--- src/rtl/nubus_pkg.sv ---
// Shared types and status codes for the NuBus slave sequencer.
package nubus_pkg;

  typedef enum logic [1:0] {
    IDLE = 2'd0,
    WAIT = 2'd1,
    ACK  = 2'd2
  } slave_state_t;

  // Active-low encoded {TM1*, TM0*} status driven during ACK
  localparam logic [1:0] ST_COMPLETE = 2'b11;
  localparam logic [1:0] ST_ERROR    = 2'b10;
  localparam logic [1:0] ST_TIMEOUT  = 2'b01;
  localparam logic [1:0] ST_TRYAGAIN = 2'b00;

endpackage

--- src/rtl/nubus_wait_timer.sv ---
// Saturating WAIT-cycle counter with minimum-wait and timeout flags.
// Timeout flag is only built when NUBUS_SLAVE_TIMEOUT_EN is defined.
module nubus_wait_timer #(
  parameter int unsigned CNT_W    = 8,
  parameter int unsigned MIN_WAIT = 1,
  parameter int unsigned TIMEOUT  = 255
) (
  input  logic clk_i,
  input  logic rst_ni,
  input  logic clr_i,
  input  logic en_i,
  output logic ge_min_o,
  output logic timeout_o
);

  localparam logic [CNT_W-1:0] MIN_C = CNT_W'(MIN_WAIT);

  logic [CNT_W-1:0] count_q;

  always_ff @(posedge clk_i) begin
    if (!rst_ni) begin
      count_q <= '0;
    end else if (clr_i) begin
      count_q <= '0;
    end else if (en_i && (count_q != '1)) begin
      count_q <= count_q + 1'b1;
    end
  end

  // count_q equals the number of WAIT edges already taken, so the flags are
  // evaluated combinationally against the registered count
  assign ge_min_o = (count_q >= MIN_C);

`ifdef NUBUS_SLAVE_TIMEOUT_EN
  localparam logic [CNT_W-1:0] TIMEOUT_C = CNT_W'(TIMEOUT);
  assign timeout_o = (count_q == TIMEOUT_C);
`else
  assign timeout_o = 1'b0;
`endif

endmodule

--- src/rtl/nubus_slave_seq.sv ---
// NuBus slave sequencer: IDLE -> WAIT -> ACK with status code on TM1*/TM0*.
// Timeout abort path built only when NUBUS_SLAVE_TIMEOUT_EN is defined.
module nubus_slave_seq
  import nubus_pkg::*;
#(
  parameter int unsigned ADDR_W   = 32,
  parameter int unsigned MIN_WAIT = 1,
  parameter int unsigned TIMEOUT  = 255,
  parameter int unsigned CNT_W    = 8
) (
  input  logic              nub_clkn,
  input  logic              nub_resetn,
  input  logic              nub_startn,
  input  logic              nub_ackn,
  input  logic              nub_tm1n,
  input  logic              nub_tm0n,
  input  logic [ADDR_W-1:0] nub_adn,
  input  logic              myslot,
  input  logic              mem_ready,
  input  logic              mem_err,
  input  logic              mem_busy,
  output logic              slave_o,
  output logic              mem_req_o,
  output logic              mem_write_o,
  output logic [ADDR_W-1:0] mem_addr_o,
  output logic              mem_abort_o,
  output logic              ack_o,
  output logic              tm_oe_o,
  output logic              tm1n_o,
  output logic              tm0n_o
);

  slave_state_t state_q, state_d;
  logic [ADDR_W-1:0] addr_q, addr_d;
  logic wr_q, wr_d;
  logic size_q, size_d;
  logic rdy_seen_q, rdy_seen_d;
  logic err_q, err_d;
  logic req_q, slave_q, ack_q, abort_q, abort_d;
  logic [1:0] tm_q, status_d;
  logic clr, en, ge_min, timeout;
  logic addr_cycle, ready_now, err_now;

  nubus_wait_timer #(
    .CNT_W   (CNT_W),
    .MIN_WAIT(MIN_WAIT),
    .TIMEOUT (TIMEOUT)
  ) u_timer (
    .clk_i    (nub_clkn),
    .rst_ni   (nub_resetn),
    .clr_i    (clr),
    .en_i     (en),
    .ge_min_o (ge_min),
    .timeout_o(timeout)
  );

  assign addr_cycle = !nub_startn && nub_ackn && myslot;
  // Ready seen earlier (held off by MIN_WAIT) keeps the error captured then
  assign ready_now  = rdy_seen_q || mem_ready;
  assign err_now    = rdy_seen_q ? err_q : mem_err;

  always_comb begin
    state_d    = state_q;
    addr_d     = addr_q;
    wr_d       = wr_q;
    size_d     = size_q;
    rdy_seen_d = rdy_seen_q;
    err_d      = err_q;
    status_d   = ST_COMPLETE;
    abort_d    = 1'b0;
    clr        = 1'b0;
    en         = 1'b0;
    case (state_q)
      IDLE: begin
        if (addr_cycle) begin
          addr_d = ~nub_adn;
          wr_d   = ~nub_tm1n;
          size_d = ~nub_tm0n;
          if (mem_busy) begin
            state_d  = ACK;
            status_d = ST_TRYAGAIN;
          end else begin
            state_d    = WAIT;
            clr        = 1'b1;
            rdy_seen_d = 1'b0;
            err_d      = 1'b0;
          end
        end
      end
      WAIT: begin
        en = 1'b1;
        if (mem_ready && !rdy_seen_q) begin
          rdy_seen_d = 1'b1;
          err_d      = mem_err;
        end
        if (ready_now && ge_min) begin
          state_d  = ACK;
          status_d = err_now ? ST_ERROR : ST_COMPLETE;
        end
`ifdef NUBUS_SLAVE_TIMEOUT_EN
        else if (timeout) begin
          state_d  = ACK;
          status_d = ST_TIMEOUT;
          abort_d  = 1'b1;
        end
`endif
      end
      ACK:     state_d = IDLE;
      default: state_d = IDLE;
    endcase
  end

  always_ff @(posedge nub_clkn) begin
    if (!nub_resetn) begin
      state_q    <= IDLE;
      addr_q     <= '0;
      wr_q       <= 1'b0;
      size_q     <= 1'b0;
      rdy_seen_q <= 1'b0;
      err_q      <= 1'b0;
      req_q      <= 1'b0;
      slave_q    <= 1'b0;
      ack_q      <= 1'b0;
      abort_q    <= 1'b0;
      tm_q       <= ST_COMPLETE;
    end else begin
      state_q    <= state_d;
      addr_q     <= addr_d;
      wr_q       <= wr_d;
      size_q     <= size_d;
      rdy_seen_q <= rdy_seen_d;
      err_q      <= err_d;
      req_q      <= (state_d == WAIT);
      slave_q    <= (state_d != IDLE);
      ack_q      <= (state_d == ACK);
      abort_q    <= abort_d;
      tm_q       <= (state_d == ACK) ? status_d : ST_COMPLETE;
    end
  end

  assign slave_o     = slave_q;
  assign mem_req_o   = req_q;
  assign mem_write_o = wr_q;
  assign mem_addr_o  = addr_q;
  assign mem_abort_o = abort_q;
  assign ack_o       = ack_q;
  assign tm_oe_o     = ack_q;
  assign tm1n_o      = tm_q[1];
  assign tm0n_o      = tm_q[0];

endmodule

--- config.mk ---
export PLATFORM = sky130hd
export DESIGN_NAME = nubus_slave_seq
export DESIGN_NICKNAME = d
export VERILOG_FILES = /design/src/rtl/nubus_pkg.sv /design/src/rtl/nubus_wait_timer.sv /design/src/rtl/nubus_slave_seq.sv
export SDC_FILE = /design/constraint.sdc
export NUM_CORES = 1
export LEC_CHECK = 0
export ABC_AREA = 0
export CORE_ASPECT_RATIO = 0.5
export CORE_MARGIN = 1.5
export CORE_UTILIZATION = 35
export DETAILED_ROUTE_END_ITERATION = 7
export GPL_TIMING_DRIVEN = 1
export PLACE_DENSITY = 0.75
export SKIP_CTS_REPAIR_TIMING = 1
export SLEW_MARGIN = 20
export SYNTH_ARGS = -nofsm -noshare
export SYNTH_HDL_FRONTEND = slang
export SYNTH_SLANG_ARGS = --single-unit
--- constraint.sdc ---
create_clock -name nub_clkn -period 2.75 [get_ports nub_clkn]
set_input_delay 0.6875 -clock nub_clkn [delete_from_list [all_inputs] [get_ports nub_clkn]]
set_output_delay 0.6875 -clock nub_clkn [all_outputs]
set_load 0.01 [all_outputs]
==> flow_metrics.env <==
export IMPL_fin_nets=328
export IMPL_synthToLayoutAreaGrowth_pct=42.7
export IMPL_vias=1943
export IMPL_regArea_mm2=0.00100
export IMPL_rows=20
export IMPL_synth_common_cells="50 x dfxtp_1, 34 x o211a_1, 33 x nand3_1"
export IMPL_die_h_um=59.4
export IMPL_grt_pass1_vias=1928
export IMPL_yosysWarningCount=0
export IMPL_synth_edf_count=0
export IMPL_ys_types=48
export IMPL_syn_avg_cell_area_um2=10.4
export IMPL_fillers=549
export IMPL_setup_viol=0
export IMPL_clock_path_buffers=2
export IMPL_reg2reg_slack_ns=0.79
export IMPL_hold_viol=0
export IMPL_path_cells="clkdlybuf4s50_1 -> nand4bb_1 -> nor2_4 -> buf_4 -> o211a_1"
export IMPL_fin_cells=372
export IMPL_fin_setup_tns_ns=0
export IMPL_drive_gt1_share_pct=6.69
export IMPL_slowest_delay_ns=0.49
export IMPL_drt_initial_drc_count=84
export IMPL_min_path_type="reg2reg"
export IMPL_cp_slowest_cell="nand4bb_1"
export IMPL_crit_end="mem_addr_o[7]"
export IMPL_critical_path_class="in2reg"
export IMPL_wl_um=5440
export IMPL_max_freq_mhz=475
export IMPL_clkSinkCount=50
export IMPL_outcome="finished clean"
export IMPL_final_min_clock_period_ns=2.10
export IMPL_reg2reg_depth=4
export IMPL_cts_buffers=5
export IMPL_wire_per_inst_um=14.6
export IMPL_r2r_start="state_q[1]"
export IMPL_core_area_mm2=0.00611
export IMPL_r2r_end="mem_addr_o[1]"
export IMPL_htree_levels=2
export IMPL_grt_use_total_pct=16.4
export IMPL_ir_drop_mv=0.255
export IMPL_diodes=0
export IMPL_ys_seq_area_share_pct=45.0
export IMPL_finalMaxSlewViolations=0
export IMPL_wl_met2_um=2850
export IMPL_crit_required_ns=2.97
export IMPL_synthArstFlopShare_pct=0
export IMPL_relSlewSlack_pct=61.1
export IMPL_hpwl_um=3870
export IMPL_m1WireLength_um=2410
export IMPL_dr_wl_met3_um=147
export IMPL_portBuffers=79
export IMPL_drt_pass1_iterations=4
export IMPL_cap_viol_max_count=0
export IMPL_die_area_mm2=0.00688
export IMPL_die_w_um=116
export IMPL_end_kind="flop"
export IMPL_antenna_found_initial=0
export IMPL_synth_top_cell_area_share_pct=45.0
export IMPL_grt_start_max_net_pins=34
export IMPL_cts_tree="yes"
export IMPL_start_kind="input port"
export IMPL_gp_congestion=0.795
export IMPL_overflow=0
export IMPL_rsz0062_at_grt="no"
export IMPL_synth_top_flop_cell="dfxtp_1"
export IMPL_postRouteAntennaNets=0
export IMPL_holdWs_ns=0.495
export IMPL_synth_most_common_cell="dfxtp_1"
export IMPL_drc=0
export IMPL_io_pins=82
export IMPL_power_density_mw_per_mm2=522
export IMPL_yosysTopAreaCell="dfxtp_1"
export IMPL_syn_area_mm2=0.00223
export IMPL_ys_top_cells_by_area="dfxtp_1 45%, o211a_1 15%, nand3_1 7.4%"
export IMPL_clkTransAtPathRegs_ns=0.06
export IMPL_max_slew_worst_pin_slew_ns=0.583
export IMPL_crit_path_start="nub_startn"
export IMPL_synth_seq_cells=50
export IMPL_top_layer="met4"
export IMPL_arrival_ns=2.33
export IMPL_clk_latency_ns=0.28
export IMPL_multiInputGateArea_mm2=0.00103
export IMPL_syn_inst=214
export IMPL_vias_per_cell=5.22
export IMPL_skew_ns=0.00271
export IMPL_initial_core_util_pct=36.5
export IMPL_dp_cells=364
export IMPL_cp_max_fo=33
export IMPL_syn_num_nets=259
export IMPL_grt_pass1_wl_um=8920
export IMPL_post_route_period_util_pct=76.5
export IMPL_root_buffer="clkbuf_16"
export IMPL_finalPower_uw=1660
export IMPL_p_leak_uw=0.00147
power breakdown:
| group | total, uW | internal, uW | switching [uW] |
|---|---|---|---|
| Clock | 673 | 430 | 243 |
| Combinational | 213 | 131 | 81.9 |
| Sequential | 772 | 754 | 18.1 |
| Total | 1660 | 1310 | 343 |
cells by family after synthesis:
family / after synthesis / share of synthesized area, %
buffers and inverters: 29 / 8.54
flip-flops: 50 / 45.0
adder cells (fa/ha/maj): 3 / 1.69
multiplexers: 3 / 1.35
AND/OR/NAND/NOR: 66 / 18.5
AO/OA/AOI/OAI: 62 / 24.8
other: 1 / 0.168
state kept, by name (all words and copies together) (netlist names), 2 cells and up:
signal	count
tm_q	2
state_q	2
mem_addr_o	32
u_timer.count_q	8
cells in the final DEF (no fill, tap or decap), types with 3 or more instances in the layout:
cell / count
a21oi_1: 5
a31oi_1: 3
buf_4: 4
clkbuf_16: 5
clkdlybuf4s50_1: 79
dfxtp_1: 50
ha_1: 3
inv_1: 6
mux2i_1: 3
nand2_1: 6
nand3_1: 33
nor2_1: 3
nor2b_1: 3
o211a_1: 34
o21ai_0: 3
o311ai_0: 4
cell type report:
type	count	area share (%)
Clock buffer	7	4.18
Clock inverter	1	0.946
Inverter	7	0.827
Multi-Input combinational cell	135	32.6
Sequential cell	50	31.5
Tap cell	88	3.47
Timing Repair Buffer	84	26.5
worst min-delay path by stage:
stage / end / cells after the start / start / slack [ns]
finish: err_q / 2 / err_q / 0.49
global route: mem_addr_o[5] / 1 / mem_addr_o[5] / 0.52
CTS: err_q / 2 / err_q / 0.49
detailed placement: err_q / 2 / err_q / 0.48
global placement: err_q / 2 / err_q / 0.47
floorplan: err_q / 2 / err_q / 0.45
critical path: cells and delay by family:
| family | cells | cell delay [ns] |
|---|---|---|
| AOI/OAI and AO/OA | 1 | 0.19 |
| buffers and inverters | 2 | 0.76 |
| and+or+nand+nor | 2 | 0.68 |
metrics by stage:
| stage | area [um2] | setup slack (ns) | util, % |
|---|---|---|---|
| detailed placement | 3010 | 0.397 | 49.3 |
| finish | 3180 | 0.647 | 52.0 |
| floorplan | 2230 | 1.23 | - |
| CTS | 3180 | 0.670 | 52.0 |
| global placement | 3010 | 0.453 | 49.3 |
| global route | 3180 | 0.532 | 52.0 |
metal layers:
| layer | vias up | global-route usage, % |
|---|---|---|
| met5 | - | 0 |
| met4 | 0 | 4.01 |
| met3 | 2 | 2.76 |
| met2 | 33 | 30.5 |
| met1 | 965 | 20.0 |
| li1 | 943 | - |
(Power assumes the default switching activity.)
